==> src/rtl/axi_read_master_if.sv <==
// AXI4 read-address and read-data channels shared between the read master and its slave.
interface axi_read_master_if #(
    parameter int unsigned DATA_WIDTH    = 32,
    parameter int unsigned ADDRESS_WIDTH = 8
);
    logic [ADDRESS_WIDTH-1:0] araddr;
    logic [7:0]               arlen;
    logic [2:0]               arsize;
    logic [1:0]               arburst;
    logic                     arvalid;
    logic                     arready;

    logic [DATA_WIDTH-1:0]    rdata;
    logic [1:0]               rresp;
    logic                     rlast;
    logic                     rvalid;
    logic                     rready;

    modport master (
        output araddr, arlen, arsize, arburst, arvalid,
        input  arready,
        input  rdata, rresp, rlast, rvalid,
        output rready
    );

    modport slave (
        input  araddr, arlen, arsize, arburst, arvalid,
        output arready,
        output rdata, rresp, rlast, rvalid,
        input  rready
    );
endinterface

==> src/rtl/axi_read_master.sv <==
// Single-burst AXI4 read initiator: one INCR burst per command, beats returned through a
// one-entry registered valid/ready stream with done pulse and sticky error status.
module axi_read_master #(
    parameter int unsigned DATA_WIDTH    = 32,
    parameter int unsigned STROBE_WIDTH  = DATA_WIDTH / 8,
    parameter int unsigned ADDRESS_WIDTH = 8
) (
    input  logic                     aclk,
    input  logic                     areset,

    input  logic                     cmd_valid,
    output logic                     cmd_ready,
    input  logic [ADDRESS_WIDTH-1:0] cmd_addr,
    input  logic [7:0]               cmd_len,
    input  logic [2:0]               cmd_size,

    axi_read_master_if.master        axi,

    output logic [DATA_WIDTH-1:0]    out_data,
    output logic                     out_last,
    output logic                     out_valid,
    input  logic                     out_ready,

    output logic                     done,
    output logic                     error,
    output logic [8:0]               beats_received
);

    localparam int unsigned MaxSize = $clog2(STROBE_WIDTH);

    typedef enum logic [1:0] {StIdle, StAddr, StData, StDrain} state_e;

    state_e                   state_q, state_d;
    logic [ADDRESS_WIDTH-1:0] addr_q, addr_d;
    logic [7:0]               len_q, len_d;
    logic [2:0]               size_q, size_d;
    logic [DATA_WIDTH-1:0]    data_q, data_d;
    logic                     valid_q, valid_d;
    logic                     last_q, last_d;
    logic                     done_q, done_d;
    logic                     error_q, error_d;
    logic [8:0]               beats_q, beats_d;
    logic                     exp_last;

    assign axi.araddr     = addr_q;
    assign axi.arlen      = len_q;
    assign axi.arsize     = size_q;
    assign axi.arburst    = 2'b01;
    assign out_data       = data_q;
    assign out_last       = last_q;
    assign out_valid      = valid_q;
    assign done           = done_q;
    assign error          = error_q;
    assign beats_received = beats_q;

    always_comb begin
        state_d     = state_q;
        addr_d      = addr_q;
        len_d       = len_q;
        size_d      = size_q;
        data_d      = data_q;
        valid_d     = valid_q;
        last_d      = last_q;
        done_d      = 1'b0;
        error_d     = error_q;
        beats_d     = beats_q;
        cmd_ready   = (state_q == StIdle) && !areset;
        axi.arvalid = (state_q == StAddr);
        axi.rready  = 1'b0;
        exp_last    = (beats_q == {1'b0, len_q});

        unique case (state_q)
            StIdle: begin
                if (cmd_valid && cmd_ready) begin
                    addr_d  = cmd_addr;
                    len_d   = cmd_len;
                    size_d  = cmd_size;
                    error_d = 1'b0;
                    beats_d = 9'd0;
                    // Oversized beats cannot be carried on this bus: fail without touching AR.
                    if (32'(cmd_size) > MaxSize) begin
                        error_d = 1'b1;
                        done_d  = 1'b1;
                    end else begin
                        state_d = StAddr;
                    end
                end
            end
            StAddr: begin
                if (axi.arready) begin
                    state_d = StData;
                end
            end
            StData: begin
                axi.rready = !valid_q || out_ready;
                if (valid_q && out_ready) begin
                    valid_d = 1'b0;
                end
                if (axi.rvalid && axi.rready) begin
                    data_d  = axi.rdata;
                    valid_d = 1'b1;
                    last_d  = axi.rlast || exp_last;
                    if (beats_q != 9'd256) begin
                        beats_d = beats_q + 9'd1;
                    end
                    if ((axi.rresp != 2'b00) || (axi.rlast != exp_last)) begin
                        error_d = 1'b1;
                    end
                    // Whichever of slave rlast or our own count comes first closes the burst.
                    if (axi.rlast || exp_last) begin
                        state_d = StDrain;
                    end
                end
            end
            StDrain: begin
                if (valid_q && out_ready && last_q) begin
                    valid_d = 1'b0;
                    last_d  = 1'b0;
                    done_d  = 1'b1;
                    state_d = StIdle;
                end
            end
            default: state_d = StIdle;
        endcase
    end

    always_ff @(posedge aclk) begin
        if (areset) begin
            state_q <= StIdle;
            addr_q  <= '0;
            len_q   <= '0;
            size_q  <= '0;
            data_q  <= '0;
            valid_q <= 1'b0;
            last_q  <= 1'b0;
            done_q  <= 1'b0;
            error_q <= 1'b0;
            beats_q <= '0;
        end else begin
            state_q <= state_d;
            addr_q  <= addr_d;
            len_q   <= len_d;
            size_q  <= size_d;
            data_q  <= data_d;
            valid_q <= valid_d;
            last_q  <= last_d;
            done_q  <= done_d;
            error_q <= error_d;
            beats_q <= beats_d;
        end
    end

endmodule

==> src/flat_wrapper.sv <==
// flat-port wrapper written by rule: the top's interface ports become plain ports
module axi_read_master_flat 
#(
    parameter int unsigned DATA_WIDTH    = 32,
    parameter int unsigned STROBE_WIDTH  = DATA_WIDTH / 8,
    parameter int unsigned ADDRESS_WIDTH = 8
)
  (aclk, areset, cmd_valid, cmd_ready, cmd_addr, cmd_len, cmd_size, out_data, out_last, out_valid, out_ready, done, error, beats_received, axi_araddr, axi_arlen, axi_arsize, axi_arburst, axi_arvalid, axi_arready, axi_rdata, axi_rresp, axi_rlast, axi_rvalid, axi_rready);
  axi_read_master_if #(.DATA_WIDTH(DATA_WIDTH), .ADDRESS_WIDTH(ADDRESS_WIDTH)) axi_i ();
  input  logic aclk;
  input  logic areset;
  input  logic cmd_valid;
  output logic cmd_ready;
  input  logic [ADDRESS_WIDTH-1:0] cmd_addr;
  input  logic [7:0] cmd_len;
  input  logic [2:0] cmd_size;
  output logic [DATA_WIDTH-1:0] out_data;
  output logic out_last;
  output logic out_valid;
  input  logic out_ready;
  output logic done;
  output logic error;
  output logic [8:0] beats_received;
  output wire logic [$bits(axi_i.araddr)-1:0] axi_araddr;
  output wire logic [$bits(axi_i.arlen)-1:0] axi_arlen;
  output wire logic [$bits(axi_i.arsize)-1:0] axi_arsize;
  output wire logic [$bits(axi_i.arburst)-1:0] axi_arburst;
  output wire logic [$bits(axi_i.arvalid)-1:0] axi_arvalid;
  input wire logic [$bits(axi_i.arready)-1:0] axi_arready;
  input wire logic [$bits(axi_i.rdata)-1:0] axi_rdata;
  input wire logic [$bits(axi_i.rresp)-1:0] axi_rresp;
  input wire logic [$bits(axi_i.rlast)-1:0] axi_rlast;
  input wire logic [$bits(axi_i.rvalid)-1:0] axi_rvalid;
  output wire logic [$bits(axi_i.rready)-1:0] axi_rready;
  assign axi_araddr = axi_i.araddr;
  assign axi_arlen = axi_i.arlen;
  assign axi_arsize = axi_i.arsize;
  assign axi_arburst = axi_i.arburst;
  assign axi_arvalid = axi_i.arvalid;
  assign axi_i.arready = axi_arready;
  assign axi_i.rdata = axi_rdata;
  assign axi_i.rresp = axi_rresp;
  assign axi_i.rlast = axi_rlast;
  assign axi_i.rvalid = axi_rvalid;
  assign axi_rready = axi_i.rready;
  axi_read_master #(.DATA_WIDTH(DATA_WIDTH), .STROBE_WIDTH(STROBE_WIDTH), .ADDRESS_WIDTH(ADDRESS_WIDTH)) u_core (.aclk(aclk), .areset(areset), .cmd_valid(cmd_valid), .cmd_ready(cmd_ready), .cmd_addr(cmd_addr), .cmd_len(cmd_len), .cmd_size(cmd_size), .axi(axi_i), .out_data(out_data), .out_last(out_last), .out_valid(out_valid), .out_ready(out_ready), .done(done), .error(error), .beats_received(beats_received));
endmodule
==> config.mk <==
export PLATFORM = sky130hd
export DESIGN_NAME = axi_read_master_flat
export DESIGN_NICKNAME = d
export VERILOG_FILES = /design/src/rtl/axi_read_master_if.sv /design/src/rtl/axi_read_master.sv /design/src/flat_wrapper.sv
export SDC_FILE = /design/constraint.sdc
export NUM_CORES = 1
export LEC_CHECK = 0
export BUFFER_PORTS_ARGS = -buffer_cell sky130_fd_sc_hd__buf_2
export CORE_MARGIN = 5
export CORE_UTILIZATION = 45
export CTS_BUF_LIST = sky130_fd_sc_hd__clkbuf_4 sky130_fd_sc_hd__clkbuf_8 sky130_fd_sc_hd__clkbuf_16
export CTS_CLUSTER_SIZE = 20
export DETAILED_ROUTE_END_ITERATION = 8
export GPL_ROUTABILITY_DRIVEN = 0
export HOLD_SLACK_MARGIN = 0.08
export PLACE_DENSITY = 0.77
export SYNTH_ARGS = -nofsm -noshare
export SYNTH_HDL_FRONTEND = slang
export SYNTH_SLANG_ARGS = --single-unit
==> constraint.sdc <==
create_clock -name aclk -period 3.65 [get_ports aclk]
set_input_delay 0.365 -clock aclk [delete_from_list [all_inputs] [get_ports aclk]]
set_output_delay 0.365 -clock aclk [all_outputs]
set_load 0.01 [all_outputs]
==> metrics.md <==
| Metric | Value |
|---|---|
| Outcome | `complete, no violations` |
| Vias in the first global route | `approximately 2.8k` |
| Syn_nets | `425` |
| Placed Cells | `approximately 540` |
| Synth warnings | `0` |
| H-tree depth | `3` |
| Actual slew at the worst max-slew pin | `0.817 ns` |
| Post-Layout Cell Count | `554` |
| Vias/cell | `5.20` |
| Top-area cell type share of the netlist area | `46.0%` |
| Req. time, crit path | `3.88 ns` |
| Async SR Flop Fraction | `0%` |
| Setup CP Type | `reg2reg` |
| Root Driver | `clkbuf_8` |
| Count leader, synth | `nand2_1` |
| First-pass GRT wire length | `12,700 um` |
| Area of the multi-input gates | `0.00141 mm2` |
| Placed wire-length estimate | `5580 um` |
| Clk_skew | `0.0115 ns` |
| Storage element area | `~0.0013 mm2` |
| 1st-iter DRT viols | `209` |
| Core Footprint | `between 0.006 and 0.007 mm2` |
| Critical path capture point type | `flip-flop` |
| Clock Sinks | `66` |
| Port Buf Inserts | `126` |
| Cts hold-fix bufs | `0` |
| Pwr Total | `~1.9 mW` |
| Area Overhead vs Synth | `29.2%` |
| Relative slew slack | `45.5%` |
| Largest net degree at the start of global routing | `52` |
| Fill count | `596` |
| R2R Setup Slk | `roughly 1.2 ns` |
| Pins over their slew limit | `0` |
| Post-CTS Setup Bufs | `0` |
| Crit-path max FO | `15` |
| DP Area | `0.00352 mm2` |
| Final wirelength | `a little under 8000 um` |
| Minimum clock period | `2.49 ns` |
| Fin crit share | `68.2%` |
| Final setup fails | `0` |
| Post-synth cell types | `45` |
| Initial core utilization | `45.8%` |
| Synth Register Bits | `66` |
| LEAKAGE | `1.72 nW` |
| Setup_tns | `0 ns` |
| Max Cap Viol | `0` |
| Synth cell count leaders | `107 x nand2_1, 66 x dfxtp_1, 38 x a21oi_1` |
| Met2 wire length | `around 4000 um` |
| Initial antenna violation count | `0` |
| Startpoint Class | `flip-flop` |
| Post-synthesis instance area | `0.00288 mm2` |
| Ports placed on the boundary | `129` |
| Chip width | `89.9 um` |
| Min-delay worst type | `in2reg` |
| Cell area after layout | `roughly 0.0037 mm2` |
| DIE AREA | `0.00809 mm2` |
| Critical path arrival | `around 2.7 ns` |
| Floorplan row count | `29` |
| Nets@finish | `541` |
| DRC | `0` |
| Leading area contributor after synthesis | `dfxtp_1` |
| Total CTS buffers | `9` |
| Cell count after synthesis | `357` |
| Top FF cell, synth | `dfxtp_1` |
| Max Clock Freq | `around 400 MHz` |
| Clock-pin slew on the worst setup and hold paths | `0.08 ns` |
| Total track usage | `18.5%` |
| Die height | `89.9 um` |
| Sequential area share after synthesis | `between 40% and 50%` |
| Worst VDD drop | `0.284 mV` |
| Largest cells by area after synthesis | `dfxtp_1 46%, nand2_1 14%, a21oi_1 6.6%` |
| Clock latency on the worst-skew pair | `0.34 ns` |
| Wl on met1 | `3360 um` |
| Synth Area per Inst | `8.05 um2` |
| GR Overflow Total | `0` |
| RSZ-0062 raised after global routing | `false` |
| Top sig layer | `met4` |
| Met3 WL | `391 um` |
| Diode count | `0` |
| Fraction of layout cells with a size suffix above 1 | `a little under a third` |
| Fin util | `59.2%` |
| CTS tree | `done` |
| PostCTS Resize Cnt | `0` |
| Final hold vios | `0` |
| Pwr/cell area | `520 mW/mm2` |
| EDFF count, synth | `0` |
| Drt first pass iters | `4` |
| CTS max path bufs | `2` |
| DRT antenna net count | `0` |
| Detailed-route via count | `~2.9k` |
| Routed len/inst | `~14 um` |
## cells in the final DEF (no fill, tap or decap), types with 3 or more instances in the layout
| cell type | count |
|---|---|
| nor2b_1 | 3 |
| dfxtp_1 | 66 |
| inv_1 | 9 |
| buf_4 | 4 |
| nand3_1 | 23 |
| a21oi_1 | 38 |
| clkbuf_8 | 10 |
| o21ai_0 | 4 |
| nor4_1 | 3 |
| ha_1 | 8 |
| nor3_1 | 8 |
| a32o_1 | 7 |
| buf_2 | 126 |
| o2111ai_1 | 4 |
| nand4_1 | 7 |
| a31oi_1 | 3 |
| xnor2_1 | 7 |
| nor2_1 | 4 |
| nand2_1 | 107 |
## path summary, 6_finish.rpt
path | from | endpoint | depth (start not counted)
min | cmd_len[2] | u_core.axi.arlen[2] | 3
max reg2reg | u_core.state_q[0] | u_core.beats_received[7] | 6
min reg2reg | u_core.axi.arsize[1] | u_core.axi.arsize[1] | 2
max | u_core.state_q[0] | u_core.beats_received[7] | 6
## power breakdown
part | internal [mW] | switching (mW)
clock | 0.344 | 0.267
sequential | 0.795 | 0.0510
combinational | 0.192 | 0.283
## metal layers
metal,vias to the layer above,track usage (%)
li1,1459,-
met1,1320,22.0
met2,84,32.4
met3,19,3.76
met4,0,7.32
met5,-,0
## flip-flops by register name (all words and copies together) (netlist names)
| name | count |
|---|---|
| u_core.out_data | 32 |
| u_core.beats_received | 9 |
| u_core.axi.araddr | 8 |
| u_core.axi.arlen | 8 |
| u_core.axi.arsize | 3 |
| u_core.state_q | 2 |
| u_core.done | 1 |
| u_core.error | 1 |
| u_core.out_last | 1 |
| u_core.out_valid | 1 |
## stage by stage
step                hold slack [ns]  setup WS (ns)
global route                  0.215          0.941
floorplan                     0.464           1.66
CTS                           0.196           1.20
detailed placement            0.441           1.21
global placement              0.438           1.31
finish                        0.206           1.16
## cell families after synthesis
logic type | after synthesis | share of synthesized area (%)
AO/OA/AOI/OAI | 65 | 14.1
multiplexers | 2 | 0.740
adder cells (fa/ha/maj) | 8 | 3.48
other | 2 | 0.261
flip-flops | 66 | 46.0
AND/OR/NAND/NOR | 171 | 27.9
buffers and inverters | 35 | 5.18
XOR/XNOR | 8 | 2.44
## cell type report
type                            count  share of cell area (%)
Multi-Input combinational cell    256                    37.8
Sequential cell                    66                    35.6
Timing Repair Buffer              130                    17.8
Clock buffer                       12                    4.11
Tap cell                           77                    2.59
Clock inverter                      3                    1.08
Inverter                           10                    1.01
## critical path: stages (launching register included)
cell and delay, ns:
dfxtp_1 0.35, inv_1 0.12, ha_1 0.54, inv_2 0.21
o21ai_1 0.65, o2111ai_1 0.23, a32o_1 0.30
(Power assumes the default switching activity.)
